===== src/rtl/mdu_div_seq_if.sv =====
// Handshake/bus bundle between the EX-stage caller and the sequential divider.
interface mdu_div_seq_if #(
  parameter int WIDTH = 32
);
  logic                 abort;
  logic [1:0]           div_op;
  logic [WIDTH-1:0]     dividend;
  logic [WIDTH-1:0]     divisor;
  logic [2*WIDTH-1:0]   result;
  logic                 done;

  // Caller side: issues ops and flushes, watches done/result.
  modport master (
    output abort, div_op, dividend, divisor,
    input  result, done
  );

  // Divider side.
  modport slave (
    input  abort, div_op, dividend, divisor,
    output result, done
  );
endinterface


===== src/rtl/mdu_div_seq.sv =====
// Iterative radix-2 restoring divider (DIV/DIVU) for the EX-stage multi-cycle unit.
// Divides magnitudes one quotient bit per cycle, fixes signs in a final cycle and
// commits {remainder, quotient} to result in the same edge that raises done.
module mdu_div_seq #(
  parameter int WIDTH = 32
) (
  input  logic          clk,
  input  logic          resetn,
  mdu_div_seq_if.slave  bus
);

  localparam int CW = $clog2(WIDTH);

  localparam logic [1:0] S_IDLE = 2'd0;
  localparam logic [1:0] S_CALC = 2'd1;
  localparam logic [1:0] S_FIX  = 2'd2;

  logic [1:0]         state;
  logic [CW-1:0]      cnt;
  logic [WIDTH-1:0]   dvd;      // shifts left; quotient bits enter at the LSB
  logic [WIDTH-1:0]   dvs;
  logic [WIDTH-1:0]   rem;
  logic               q_neg;
  logic               r_neg;
  logic               dz;       // divide by zero latched at start
  logic               done_q;
  logic               done_d;   // done one cycle ago: a start needs done stable high
  logic [2*WIDTH-1:0] result_q;

  logic               start;
  logic               sgn;
  logic [WIDTH-1:0]   a_mag;
  logic [WIDTH-1:0]   b_mag;
  logic [WIDTH+1:0]   trial;
  logic               q_bit;
  logic [WIDTH-1:0]   rem_next;
  logic [WIDTH-1:0]   quo_fix;
  logic [WIDTH-1:0]   rem_fix;

  assign bus.done   = done_q;
  assign bus.result = result_q;

  // Start decode, operand magnitudes, one restoring step and the final sign fix.
  always_comb begin
    sgn   = (bus.div_op == 2'b10);
    start = (state == S_IDLE) && done_d && !bus.abort &&
            ((bus.div_op == 2'b10) || (bus.div_op == 2'b01));
    a_mag = (sgn && bus.dividend[WIDTH-1]) ? -bus.dividend : bus.dividend;
    b_mag = (sgn && bus.divisor[WIDTH-1])  ? -bus.divisor  : bus.divisor;
    // {rem, next dividend bit} is WIDTH+1 bits; the extra top bit is the borrow,
    // so a 0x80000000 magnitude divisor cannot overflow the compare.
    trial    = {1'b0, rem, dvd[WIDTH-1]} - {2'b00, dvs};
    q_bit    = ~trial[WIDTH+1];
    // On restore the shifted remainder is below dvs, so it still fits WIDTH bits.
    rem_next = q_bit ? trial[WIDTH-1:0] : {rem[WIDTH-2:0], dvd[WIDTH-1]};
    // Divide by zero: every step subtracts 0, so the quotient ends all ones and
    // rem ends as |dividend|; re-applying the dividend sign yields the raw dividend.
    quo_fix  = dz ? '1 : (q_neg ? -dvd : dvd);
    rem_fix  = r_neg ? -rem : rem;
  end

  // Control FSM and datapath registers.
  always_ff @(posedge clk or negedge resetn) begin
    if (!resetn) begin
      state    <= S_IDLE;
      cnt      <= '0;
      dvd      <= '0;
      dvs      <= '0;
      rem      <= '0;
      q_neg    <= 1'b0;
      r_neg    <= 1'b0;
      dz       <= 1'b0;
      done_q   <= 1'b1;
      done_d   <= 1'b1;
      result_q <= '0;
    end else begin
      done_d <= done_q;
      case (state)
        S_IDLE: begin
          if (start) begin
            dvd    <= a_mag;
            dvs    <= b_mag;
            rem    <= '0;
            q_neg  <= sgn && (bus.dividend[WIDTH-1] ^ bus.divisor[WIDTH-1]);
            r_neg  <= sgn && bus.dividend[WIDTH-1];
            dz     <= (bus.divisor == '0);
            cnt    <= '0;
            done_q <= 1'b0;
            state  <= S_CALC;
          end
        end
        S_CALC: begin
          if (bus.abort) begin
            done_q <= 1'b1;
            state  <= S_IDLE;
          end else begin
            rem <= rem_next;
            dvd <= {dvd[WIDTH-2:0], q_bit};
            cnt <= cnt + 1'b1;
            if (cnt == CW'(WIDTH-1)) state <= S_FIX;
          end
        end
        S_FIX: begin
          // An aborted divide leaves the previous result in place.
          if (!bus.abort) result_q <= {rem_fix, quo_fix};
          done_q <= 1'b1;
          state  <= S_IDLE;
        end
        default: begin
          done_q <= 1'b1;
          state  <= S_IDLE;
        end
      endcase
    end
  end

endmodule


===== src/flat_wrapper.sv =====
// flat-port wrapper written by rule: the top's interface ports become plain ports
module mdu_div_seq_flat 
#(
  parameter int WIDTH = 32
)
  (clk, resetn, bus_abort, bus_div_op, bus_dividend, bus_divisor, bus_result, bus_done);
  mdu_div_seq_if #(.WIDTH(WIDTH)) bus_i ();
  input  logic clk;
  input  logic resetn;
  input wire logic [$bits(bus_i.abort)-1:0] bus_abort;
  input wire logic [$bits(bus_i.div_op)-1:0] bus_div_op;
  input wire logic [$bits(bus_i.dividend)-1:0] bus_dividend;
  input wire logic [$bits(bus_i.divisor)-1:0] bus_divisor;
  output wire logic [$bits(bus_i.result)-1:0] bus_result;
  output wire logic [$bits(bus_i.done)-1:0] bus_done;
  assign bus_i.abort = bus_abort;
  assign bus_i.div_op = bus_div_op;
  assign bus_i.dividend = bus_dividend;
  assign bus_i.divisor = bus_divisor;
  assign bus_result = bus_i.result;
  assign bus_done = bus_i.done;
  mdu_div_seq #(.WIDTH(WIDTH)) u_core (.clk(clk), .resetn(resetn), .bus(bus_i));
endmodule

===== config.mk =====
export PLATFORM = sky130hd
export DESIGN_NAME = mdu_div_seq_flat
export DESIGN_NICKNAME = d
export VERILOG_FILES = /design/src/rtl/mdu_div_seq_if.sv /design/src/rtl/mdu_div_seq.sv /design/src/flat_wrapper.sv
export SDC_FILE = /design/constraint.sdc
export NUM_CORES = 1
export LEC_CHECK = 0
export BUFFER_PORTS_ARGS = -buffer_cell sky130_fd_sc_hd__buf_2
export CORE_ASPECT_RATIO = 0.75
export CORE_MARGIN = 1.5
export CORE_UTILIZATION = 25
export DETAILED_ROUTE_END_ITERATION = 6
export PLACE_DENSITY = 0.38
export SETUP_SLACK_MARGIN = 0.02
export SLEW_MARGIN = 5
export SYNTH_ARGS = -nofsm -noshare
export SYNTH_HDL_FRONTEND = slang
export SYNTH_SLANG_ARGS = --single-unit

===== constraint.sdc =====
create_clock -name clk -period 4.75 [get_ports clk]
set_clock_uncertainty 0.05 [all_clocks]
set_input_delay 0.2375 -clock clk [delete_from_list [all_inputs] [get_ports clk]]
set_output_delay 0.2375 -clock clk [all_outputs]
set_load 0.05 [all_outputs]

==> results.json, run 1 <==
{
  "grt.overflow.total": 0,
  "start_util_pct": 25.48,
  "syn_area_sq_mm": 0.01111,
  "drt-wirelength-per-cell_microns": 17.85,
  "antenna_found_initial": 0,
  "path_class": "register to register",
  "fin_crit_ns": 3.680,
  "dp_hpwl_mm": 27.28,
  "cp_slowest_cell": "dfrtp_1",
  "area_growth_pct": 16.82,
  "drt-total-wl_mm": 36.10,
  "clk_pin_slew_ns": 0.07,
  "gp_congestion": 0.8424,
  "cts_sinks": 172,
  "max_slew_margin_pct": 15.32,
  "rows": 66,
  "yosysUniqueCellTypes": 66,
  "syn_avg_cell_area_sq_um": 8.346,
  "rsz0062_at_grt": "no",
  "die_x_microns": 246.4,
  "fin_setup_tns_ns": 0,
  "io_pins": 134,
  "syn_nets": 1440,
  "cts_buffers": 17,
  "finalCritPeriodShare_pct": 77.48,
  "die_y_microns": 185.6,
  "synth_edf_count": 0,
  "fmax_mhz": 271.7,
  "core_sq_mm": 0.04360,
  "cts_resized": 0,
  "power_per_cell_area_mw_per_mm2": 248.9,
  "grt_pass1_vias": 8931,
  "vdd_drop_max_v": 0.0001854,
  "track_usage_pct": 16.01,
  "final-setup-viol-count": 0,
  "async_flop_share_pct": 100.0,
  "yosysWarnings": 0,
  "clk_latency_ns": 0.46,
  "avgViaCountPerCell": 4.748,
  "worstPathCellList": "ha_1 > a21o_1 > a21o_1 > a21oi_1 > o21a_1 > nor3_1 > a2111oi_4 > nand2_1 > nand2_1 > o211ai_1",
  "cpPeakStageDelay_ns": 0.51,
  "critPathCaptureType": "register",
  "clockRootBuffer": "clkbuf_16",
  "cp_max_fo": 12,
  "outcome": "completed",
  "ys_seq_area_share_pct": 38.77,
  "drive_gt1_share_pct": 14.34,
  "arrival_ns": 3.94,
  "yosys_most_used_dff": "dfrtp_1",
  "die_area_sq_mm": 0.04572,
  "final_area_sq_mm": 0.01298,
  "post-route-drc-count": 0,
  "ant_nets": 0,
  "vias": 9600,
  "cap_violations": 0,
  "grt_pass1_wl_mm": 55.69,
  "ctsHtreeMaxLevel": 4,
  "finalNetCount": 1543,
  "dr.pass1.iters": 5,
  "cts_buffer_depth": 2,
  "ys_seq_elements": 172,
  "finalHoldViolations": 0,
  "worstPathRequired_ns": 5.01,
  "cts_tree": "built",
  "slew_viol_final": 0,
  "cp-start-kind": "register",
  "leakagePower_nw": 5.843,
  "max_slew.worst_pin.slew_ns": 1.267,
  "place_area_sq_mm": 0.01240,
  "n_antenna_cell": 0,
  "initialDrtViolationCount": 607,
  "grt_max_degree": 93,
  "hold_path.class": "input pin to register",
  "post_cts_buffers": 0,
  "port_buffers": 133,
  "synth_cells": 1331
}
[metrics by stage]
stage | power (W) | utilization (%) | instances | setup WS (ns) | hold WS [ns]
global placement | 0.001849 | 28.44 | 1992 | 1.048 | 0.3268
global route | 0.003386 | 29.76 | 2022 | 0.8435 | 0.03530
detailed placement | 0.001849 | 28.44 | 1992 | 1.043 | 0.3285
floorplan | 0.001692 | - | 1331 | 1.626 | -0.1081
finish | 0.003230 | 29.76 | 2022 | 1.070 | 0.03368
CTS | 0.003297 | 29.76 | 2022 | 1.025 | 0.0007044
[per-layer routing]
metal | track usage, % | wire length (microns) | up-vias | share of wire [%]
li1 | - | - | 4882 | -
met1 | 27.35 | 21360 | 4520 | 59
met2 | 19.48 | 13010 | 184 | 36
met3 | 3.057 | 1456 | 14 | 4.0
met4 | 2.976 | 267 | 0 | 0.74
met5 | 0 | 0 | - | 0
[critical path: cells and delay by family (launching register included)]
kind | cells | cell delay [ns]
DFF | 1 | 0.51
and+or+nand+nor | 3 | 1.06
adders and majority gates | 1 | 0.45
AOI/OAI and AO/OA | 6 | 1.45
[cells in the final DEF (no fill, tap or decap), drive strengths merged, types with 3 or more instances in the layout]
cell type	netlist	final
nor4	14	14
xor2	91	91
nor3	18	18
o21a	6	6
xnor2	55	55
nand2b	8	8
a21o	20	20
or3	12	12
nand4	8	8
nor2	105	105
and2	6	6
nand2	191	191
a2111oi	4	4
dfrtp	170	170
or2	3	3
and3	6	6
a21oi	105	105
mux2i	15	15
a211oi	3	3
buf	5	149
clkinv	0	7
a32oi	8	8
o211ai	9	9
inv	57	60
o31ai	26	26
nor2b	4	4
nand3	36	36
ha	39	39
o21bai	7	7
clkbuf	61	17
or4	16	16
o21ai	171	171
o41ai	12	12
a31oi	16	16
[path summary, 6_finish.rpt]
kind,from,endpoint,slack [ns],depth (start not counted)
max in group asynchronous,resetn,u_core.bus.result[32]$_DFFE_PN0P_,2.99,3
setup / recovery,u_core.rem[21]$_DFFE_PN0P_,u_core.rem[28]$_DFFE_PN0P_,1.07,10
min in group asynchronous,resetn,u_core.dvs[10]$_DFFE_PN0P_,0.35,2
hold / removal,bus_divisor[1],u_core.dvs[1]$_DFFE_PN0P_,0.03,3
hold reg to reg,u_core.bus.done$_DFFE_PN1P_,u_core.done_d$_DFF_PN1_,0.33,0
setup reg to reg,u_core.rem[21]$_DFFE_PN0P_,u_core.rem[28]$_DFFE_PN0P_,1.07,10
[kinds of logic (layout without fill, tap and decap cells)]
logic type                 count (synthesis)  in the layout  share of synthesized area, %
xor gates and xnor gates                 146            146                         11.51
and+or+nand+nor                          433            433                         17.88
AOI/OAI and AO/OA                        402            402                         21.72
DFF                                      172            172                         38.77
adders and majority gates                 40             40                         4.573
buffers and inverters                    123            236                         4.201
muxes                                     15             15                         1.352
[cell usage after synthesis, types with 3 or more instances]
cell | count | area share [%]
nand2_1 | 190 | 6.4
dfrtp_1 | 170 | 38
o21ai_0 | 160 | 7.2
a21oi_1 | 104 | 4.7
nor2_1 | 104 | 3.5
xor2_1 | 91 | 7.2
clkbuf_1 | 61 | 2.1
inv_1 | 57 | 1.9
xnor2_1 | 55 | 4.3
ha_1 | 39 | 4.4
nand3_1 | 35 | 1.6
o31ai_1 | 23 | 1.6
a21o_1 | 20 | 1.4
a31oi_1 | 16 | 0.90
mux2i_1 | 15 | 1.4
nor3_1 | 15 | 0.68
or4_1 | 15 | 1.0
nor4_1 | 13 | 0.73
o21ai_1 | 11 | 0.50
or3_1 | 11 | 0.62
o41ai_1 | 10 | 0.79
o211ai_1 | 9 | 0.61
a32oi_1 | 8 | 0.63
nand2b_1 | 8 | 0.45
nand4_1 | 8 | 0.45
o21bai_1 | 7 | 0.47
and2_1 | 6 | 0.34
and3_1 | 6 | 0.34
o21a_1 | 6 | 0.41
buf_2 | 4 | 0.18
nor2b_1 | 4 | 0.23
a2111oi_0 | 3 | 0.24
a211oi_1 | 3 | 0.20
nor3_2 | 3 | 0.27
o31ai_2 | 3 | 0.34
[registers in the layout, summed over array words and instances (netlist names)]
name / cells
u_core.rem: 32
u_core.dvs: 32
u_core.state: 2
u_core.r_neg: 1
u_core.dz: 1
u_core.bus.result: 64
u_core.q_neg: 1
u_core.dvd: 32
u_core.done_d: 1
u_core.cnt: 5
u_core.bus.done: 1
[power breakdown]
part	total, W	switching [W]	internal [W]
Sequential	0.00150	0.0000233	0.00147
Clock	0.00141	0.000639	0.000772
Combinational	0.000320	0.000203	0.000117
Total	0.00323	0.000866	0.00236
[final cells by class]
type | count | area [sq um]
clock buffer | 17 | 425.4
sequential | 172 | 4307
tap | 578 | 723.2
inverter | 57 | 214.0
multi-input combinational | 1036 | 6365
clock inverter | 12 | 140.1
timing repair buffer | 150 | 802.0
fill | 4797 | 30630
[repair_timing]
item	4_1_cts	5_1_grt
hold buffers	1	0
setup endpoints to repair	0	0
endpoints found under the hold margin	90	0
Power figures use the tool's default switching activity.
==> run 2, diff against run 1 <==
==> constraint.sdc (replaced) <==
create_clock -name clk -period 3.8 [get_ports clk]
set_clock_uncertainty 0.05 [all_clocks]
set_input_delay 0.19 -clock clk [delete_from_list [all_inputs] [get_ports clk]]
set_output_delay 0.19 -clock clk [all_outputs]
set_load 0.05 [all_outputs]
==> run 2 against run 1 <==
  * Count of clock-buffer cells in the layout grew 1
  * Register-to-register slack got worse by 0.72 ns
  * Die area did not move
  * Critical path type unchanged
  * Largest power group unchanged
==> results.json, run 2 (synthesis gave the netlist of run 1 again) <==
{
  "fmax_mhz": 290.2,
  "power_frac_seq_pct": 44.9,
  "grt_pass1_wl_mm": 56.30,
  "cell_internal_pwr_w": 0.003023,
  "finalHoldWorstSlack_ns": 0.01811,
  "clk_pin_slew_ns": 0.07,
  "rsz0062_at_grt": "no",
  "track_usage_pct": 16.18,
  "drt-wirelength-per-cell_microns": 17.46,
  "vdd_drop_max_v": 0.0002465,
  "top_usage_layer": "met1",
  "die_area_sq_mm": 0.04572,
  "avgViaCountPerCell": 4.732,
  "largest_register_ffs": 64,
  "cts_buffer_depth": 2,
  "cts_buffers": 17,
  "grt_pass1_vias": 9195,
  "finalNetCount": 1577,
  "area_growth_pct": 20.27,
  "cap_violations": 0,
  "drt-total-wl_mm": 35.96,
  "ant_nets": 0,
  "crit_top_cell": "inv_1",
  "slew_viol_final": 0,
  "grt_util_met1_pct": 27.57,
  "final_area_sq_mm": 0.01336,
  "io_pins": 134,
  "final-setup-viol-count": 0,
  "rrSetupSlack_ns": 0.35,
  "rows": 66,
  "drive_gt1_share_pct": 15.60,
  "cp_slowest_cell": "a221o_1",
  "cts_tree": "built",
  "gp_congestion": 0.8870,
  "die_x_microns": 246.4,
  "critPathCaptureType": "register",
  "grt.overflow.total": 0,
  "critPathBufInv": 2,
  "start_util_pct": 25.48,
  "die_y_microns": 185.6,
  "core_sq_mm": 0.04360,
  "final_common_cell": "nand2_1",
  "leakagePower_nw": 6.035,
  "path_class": "register to register",
  "max_slew.worst_pin.slew_ns": 0.9950,
  "clockRootBuffer": "clkbuf_16",
  "outcome": "completed",
  "hold_path.class": "input pin to register",
  "arrival_ns": 3.72,
  "fin_crit_ns": 3.446,
  "use_met3_pct": 3.475,
  "worstPathRequired_ns": 4.07,
  "cpPeakStageDelay_ns": 0.45,
  "max_slew_margin_pct": 31.95,
  "clk_latency_ns": 0.46,
  "dp_hpwl_mm": 27.91,
  "power_per_cell_area_mw_per_mm2": 311.4,
  "place_area_sq_mm": 0.01258,
  "dr.pass1.iters": 5,
  "power_switching_w": 0.001137,
  "finalHoldViolations": 0,
  "port_buffers": 133,
  "grt_max_degree": 68,
  "vias": 9747,
  "p_sw_share_pct": 27.34,
  "fin_setup_tns_ns": 0,
  "cts_sinks": 172,
  "layout_common_cells": "nand2_1 (189), dfrtp_1 (170), o21ai_0 (160)",
  "ctsHtreeMaxLevel": 4,
  "antenna_found_initial": 1,
  "post-route-drc-count": 0,
  "cp-start-kind": "register",
  "initialDrtViolationCount": 645,
  "clock_power_share_pct": 45.0,
  "power_frac_comb_pct": 10.1,
  "cp_max_fo": 6,
  "finalCritPeriodShare_pct": 90.69,
  "worstPathCellList": "inv_1 > ha_1 > inv_1 > fa_1 > a211o_1 > a21oi_1 > o31ai_1 > a221o_1 > o2111ai_4 > a2111oi_0 > nor3_1 > xor2_1 > o21ai_0",
  "grtUsageMet2_pct": 19.38,
  "cp_top_family": "compound AO/OA/AOI/OAI gates"
}
==> run 2: changes by cell type in the layout (fill, tap and decap cells not counted), moves of 2 or more <==
cell and change:
dlygate4sd3_1 +14, buf_4 +18, clkinv_4 -4, clkinvlp_4 +2
buf_12 +2, clkinv_2 -2, inv_8 +5
==> run 2: cell type report <==
| type | count | area, sq um |
|---|---|---|
| multi-input combinational | 1036 | 6382 |
| timing repair buffer | 184 | 1117 |
| sequential | 172 | 4307 |
| inverter | 57 | 214.0 |
| antenna | 1 | 2.502 |
| fill | 4727 | 30240 |
| clock inverter | 14 | 175.2 |
| clock buffer | 18 | 439.2 |
| tap | 578 | 723.2 |
==> run 2: worst paths after layout <==
check                                            start                          to  cells after the start
min in group asynchronous                       resetn   u_core.dvs[8]$_DFFE_PN0P_                      2
hold / removal                         bus_divisor[11]  u_core.dvs[11]$_DFFE_PN0P_                      3
setup reg to reg            u_core.dvd[31]$_DFFE_PN0P_  u_core.rem[30]$_DFFE_PN0P_                     13
hold reg to reg            u_core.bus.done$_DFFE_PN1P_     u_core.done_d$_DFF_PN1_                      0
setup / recovery            u_core.dvd[31]$_DFFE_PN0P_  u_core.rem[30]$_DFFE_PN0P_                     13
max in group asynchronous                       resetn   u_core.dvd[0]$_DFFE_PN0P_                      3
==> run 2: repair_timing <==
| action | 4_1_cts | 5_1_grt |
|---|---|---|
| resized for setup | 0 | 2 |
| endpoints found under the setup margin | 0 | 2 |
| hold buffers | 15 | 0 |
| hold endpoints to repair | 76 | 0 |
| buffers inserted | 0 | 0 |
==> run 2: power by group through the flow <==
stage | Sequential [W] | Combinational, W | Clock [W]
global placement | 0.00190 | 0.000410 | 0
CTS | 0.00187 | 0.000423 | 0.00194
finish | 0.00187 | 0.000418 | 0.00187
detailed placement | 0.00190 | 0.000409 | 0
global route | 0.00187 | 0.000472 | 0.00202
floorplan | 0.00190 | 0.000219 | 0
==> run 2: worst register-to-register path: stages (launching register included) <==
cell       delay [ns]
dfrtp_1          0.41
inv_1            0.12
ha_1             0.15
inv_1            0.06
fa_1             0.42
a211o_1          0.36
a21oi_1          0.23
o31ai_1          0.17
a221o_1          0.45
o2111ai_4        0.30
a2111oi_0        0.15
nor3_1           0.20
xor2_1           0.17
o21ai_0          0.08
==> run 2: stage by stage <==
step                cells  util, %  setup WS [ns]  total power [W]
finish               2060    30.64         0.3539         0.004161
global route         2060    30.64        0.09313         0.004360
CTS                  2059    30.60         0.1661         0.004234
detailed placement   2012    28.84         0.1957         0.002313
global placement     2012    28.84         0.2845         0.002314
floorplan            1331        -         0.6760         0.002115
==> run 2: routing by layer <==
metal / routed length (microns) / up-vias / part of all wire, %
met5: 0 / - / 0
met4: 333 / 0 / 0.93
met3: 1506 / 13 / 4.2
met2: 12780 / 189 / 36
met1: 21340 / 4578 / 59
li1: - / 4967 / -
==> run 3, diff against run 2 <==
--- a/config.mk
+++ b/config.mk
@@ -11,6 +11,7 @@
 export CORE_UTILIZATION = 25
 export DETAILED_ROUTE_END_ITERATION = 6
 export PLACE_DENSITY = 0.38
+export RECOVER_POWER = 100
 export SETUP_SLACK_MARGIN = 0.02
 export SLEW_MARGIN = 5
 export SYNTH_ARGS = -nofsm -noshare
==> run 3 against run 2 <==
  * The run now ends with capacitance limit, slew limit left
  * Final cell count barely moved
  * Global-route usage did not move
  * Power fell by 0.28%
  * Non-clock buffer count did not move
  * Critical path depth fell by 2
  * Critical endpoint is now u_core.rem[8]$_DFFE_PN0P_
  * Via count barely moved
  * Combinational power fell by 2%
  * Wire length rose by 0.51%
==> results.json, run 3 (synthesis gave the netlist of run 1 again) <==
{
  "critPathCaptureType": "register",
  "seqCellArea_sq_mm": 0.004307,
  "core_sq_mm": 0.04360,
  "cp_max_fo": 14,
  "avgViaCountPerCell": 4.734,
  "rrSetupSlack_ns": 0.32,
  "grt_max_degree": 68,
  "vdd_drop_max_v": 0.0002477,
  "rows": 66,
  "cp_top_family": "compound AO/OA/AOI/OAI gates",
  "die_area_sq_mm": 0.04572,
  "multiInputGateArea_sq_mm": 0.006281,
  "grt.overflow.total": 0,
  "fmax_mhz": 287.0,
  "cap_violations": 2,
  "dr.pass1.iters": 5,
  "clk_pin_slew_ns": 0.08,
  "finalCritPeriodShare_pct": 91.68,
  "worstPathRequired_ns": 4.13,
  "ant_nets": 0,
  "fillers": 4783,
  "initialDrtViolationCount": 723,
  "cts_buffers": 17,
  "start_util_pct": 25.48,
  "dp_hpwl_mm": 27.91,
  "antenna_found_initial": 2,
  "drive_gt1_share_pct": 9.588,
  "clk_latency_ns": 0.46,
  "area_growth_pct": 18.03,
  "cts_buffer_depth": 2,
  "crit_top_cell": "a21o_1",
  "finalNetCount": 1577,
  "cp-start-kind": "register",
  "arrival_ns": 3.81,
  "final-setup-viol-count": 0,
  "critPathBufInv": 1,
  "final_common_cell": "nand2_1",
  "placed_cells": 2012,
  "gp_congestion": 0.8870,
  "use_met3_pct": 3.475,
  "leakagePower_nw": 5.695,
  "final.setup.worst_slack_ns": 0.3162,
  "drt-wirelength-per-cell_microns": 17.54,
  "io_pins": 134,
  "track_usage_pct": 16.18,
  "grt_util_met1_pct": 27.57,
  "top_usage_layer": "met1",
  "port_buffers": 133,
  "cpPeakStageDelay_ns": 0.70,
  "grt_pass1_vias": 9195,
  "vias": 9756,
  "max_slew.worst_pin.slew_ns": 1.909,
  "finalHoldViolations": 0,
  "final_cells": 2061,
  "worstPathCellList": "ha_1 > a21o_1 > a21o_1 > a21oi_1 > o21a_1 > nor3_1 > a2111oi_2 > nand2_1 > buf_2 > mux2i_1 > o21ai_0",
  "largest_register_ffs": 64,
  "drt-total-wl_mm": 36.14,
  "layout_common_cells": "nand2_1 (190), dfrtp_1 (170), o21ai_0 (165)",
  "rsz0062_at_grt": "no",
  "fin_setup_tns_ns": 0,
  "die_x_microns": 246.4,
  "hold_path.class": "input pin to register",
  "grtUsageMet2_pct": 19.38,
  "ctsHtreeMaxLevel": 4,
  "power_per_cell_area_mw_per_mm2": 316.4,
  "clockRootBuffer": "clkbuf_16",
  "slew_viol_final": 98,
  "path_class": "register to register",
  "cts_tree": "built",
  "grt_pass1_wl_mm": 56.30,
  "max_slew_margin_pct": -27.24,
  "post-route-drc-count": 0,
  "cp_slowest_cell": "a2111oi_2",
  "fin_crit_ns": 3.484,
  "outcome": "complete, but fails checks",
  "violations": "capacitance limit, slew limit",
  "dp_slack_ns": 0.1957,
  "die_y_microns": 185.6,
  "cts_sinks": 172
}
run 3: cell types whose count changed in the layout (fill, tap and decap cells not counted), moves of 3 or more:
cell | previous run | this run
buf_2 | 132 | 68
buf_4 | 34 | 22
clkbuf_1 | 0 | 70
clkbuf_2 | 0 | 6
nor2_1 | 101 | 104
o21ai_0 | 160 | 165
o21ai_1 | 11 | 6
o31ai_1 | 23 | 26
o31ai_2 | 3 | 0
run 3: final cells by class:
class,instances,share of cell area [%]
clock inverters,14,1.336
clock buffers,18,3.350
multi-input cells,1036,47.91
well taps,578,5.516
diodes,2,0.03817
flip-flops and latches,172,32.85
inverters,57,1.632
repair buffers,184,7.377
run 3: worst register-to-register path, stage by stage (launching register included):
cell and delay, ns:
dfrtp_1 0.53, ha_1 0.45, a21o_1 0.20, a21o_1 0.17, a21oi_1 0.25, o21a_1 0.15
nor3_1 0.06, a2111oi_2 0.70, nand2_1 0.17, buf_2 0.31, mux2i_1 0.17, o21ai_0 0.19
run 3: worst paths after layout:
path / from / end / cells past startpoint
hold / removal: bus_divisor[11] / u_core.dvs[11]$_DFFE_PN0P_ / 3
setup / recovery: u_core.rem[17]$_DFFE_PN0P_ / u_core.rem[8]$_DFFE_PN0P_ / 11
hold reg to reg: u_core.bus.done$_DFFE_PN1P_ / u_core.done_d$_DFF_PN1_ / 0
max in group asynchronous: resetn / u_core.bus.result[17]$_DFFE_PN0P_ / 3
setup reg to reg: u_core.rem[17]$_DFFE_PN0P_ / u_core.rem[8]$_DFFE_PN0P_ / 11
min in group asynchronous: resetn / u_core.dvs[8]$_DFFE_PN0P_ / 2
run 3: where the power goes:
group          internal [W]  total, W  switching [W]
sequential          0.00184   0.00187      0.0000264
clock               0.00102   0.00187       0.000854
combinational      0.000156  0.000408       0.000252
total               0.00302   0.00415        0.00113
run 3: stage by stage:
| stage | util, % | hold WS (ns) | cell area [sq um] | total power, W |
|---|---|---|---|---|
| after floorplan | - | -0.1556 | 11110 | 0.002115 |
| after global placement | 28.84 | 0.2104 | 12580 | 0.002314 |
| after detailed placement | 28.84 | 0.2091 | 12580 | 0.002313 |
| after CTS | 30.60 | 0.0008888 | 13340 | 0.004234 |
| after global routing | 30.06 | 0.01874 | 13110 | 0.004349 |
| final | 30.07 | 0.01685 | 13110 | 0.004149 |
run 3: timing repair:
item,CTS,global route
resized for setup,0,2
hold endpoints to repair,76,0
setup endpoints to repair,0,2
buffers inserted,0,0
hold buffers,15,0
run 3: per-layer routing:
layer	part of all wire (%)	wire, microns
met3	4.7	1714
met4	0.93	335
met1	59	21270
met5	0	0
met2	35	12820
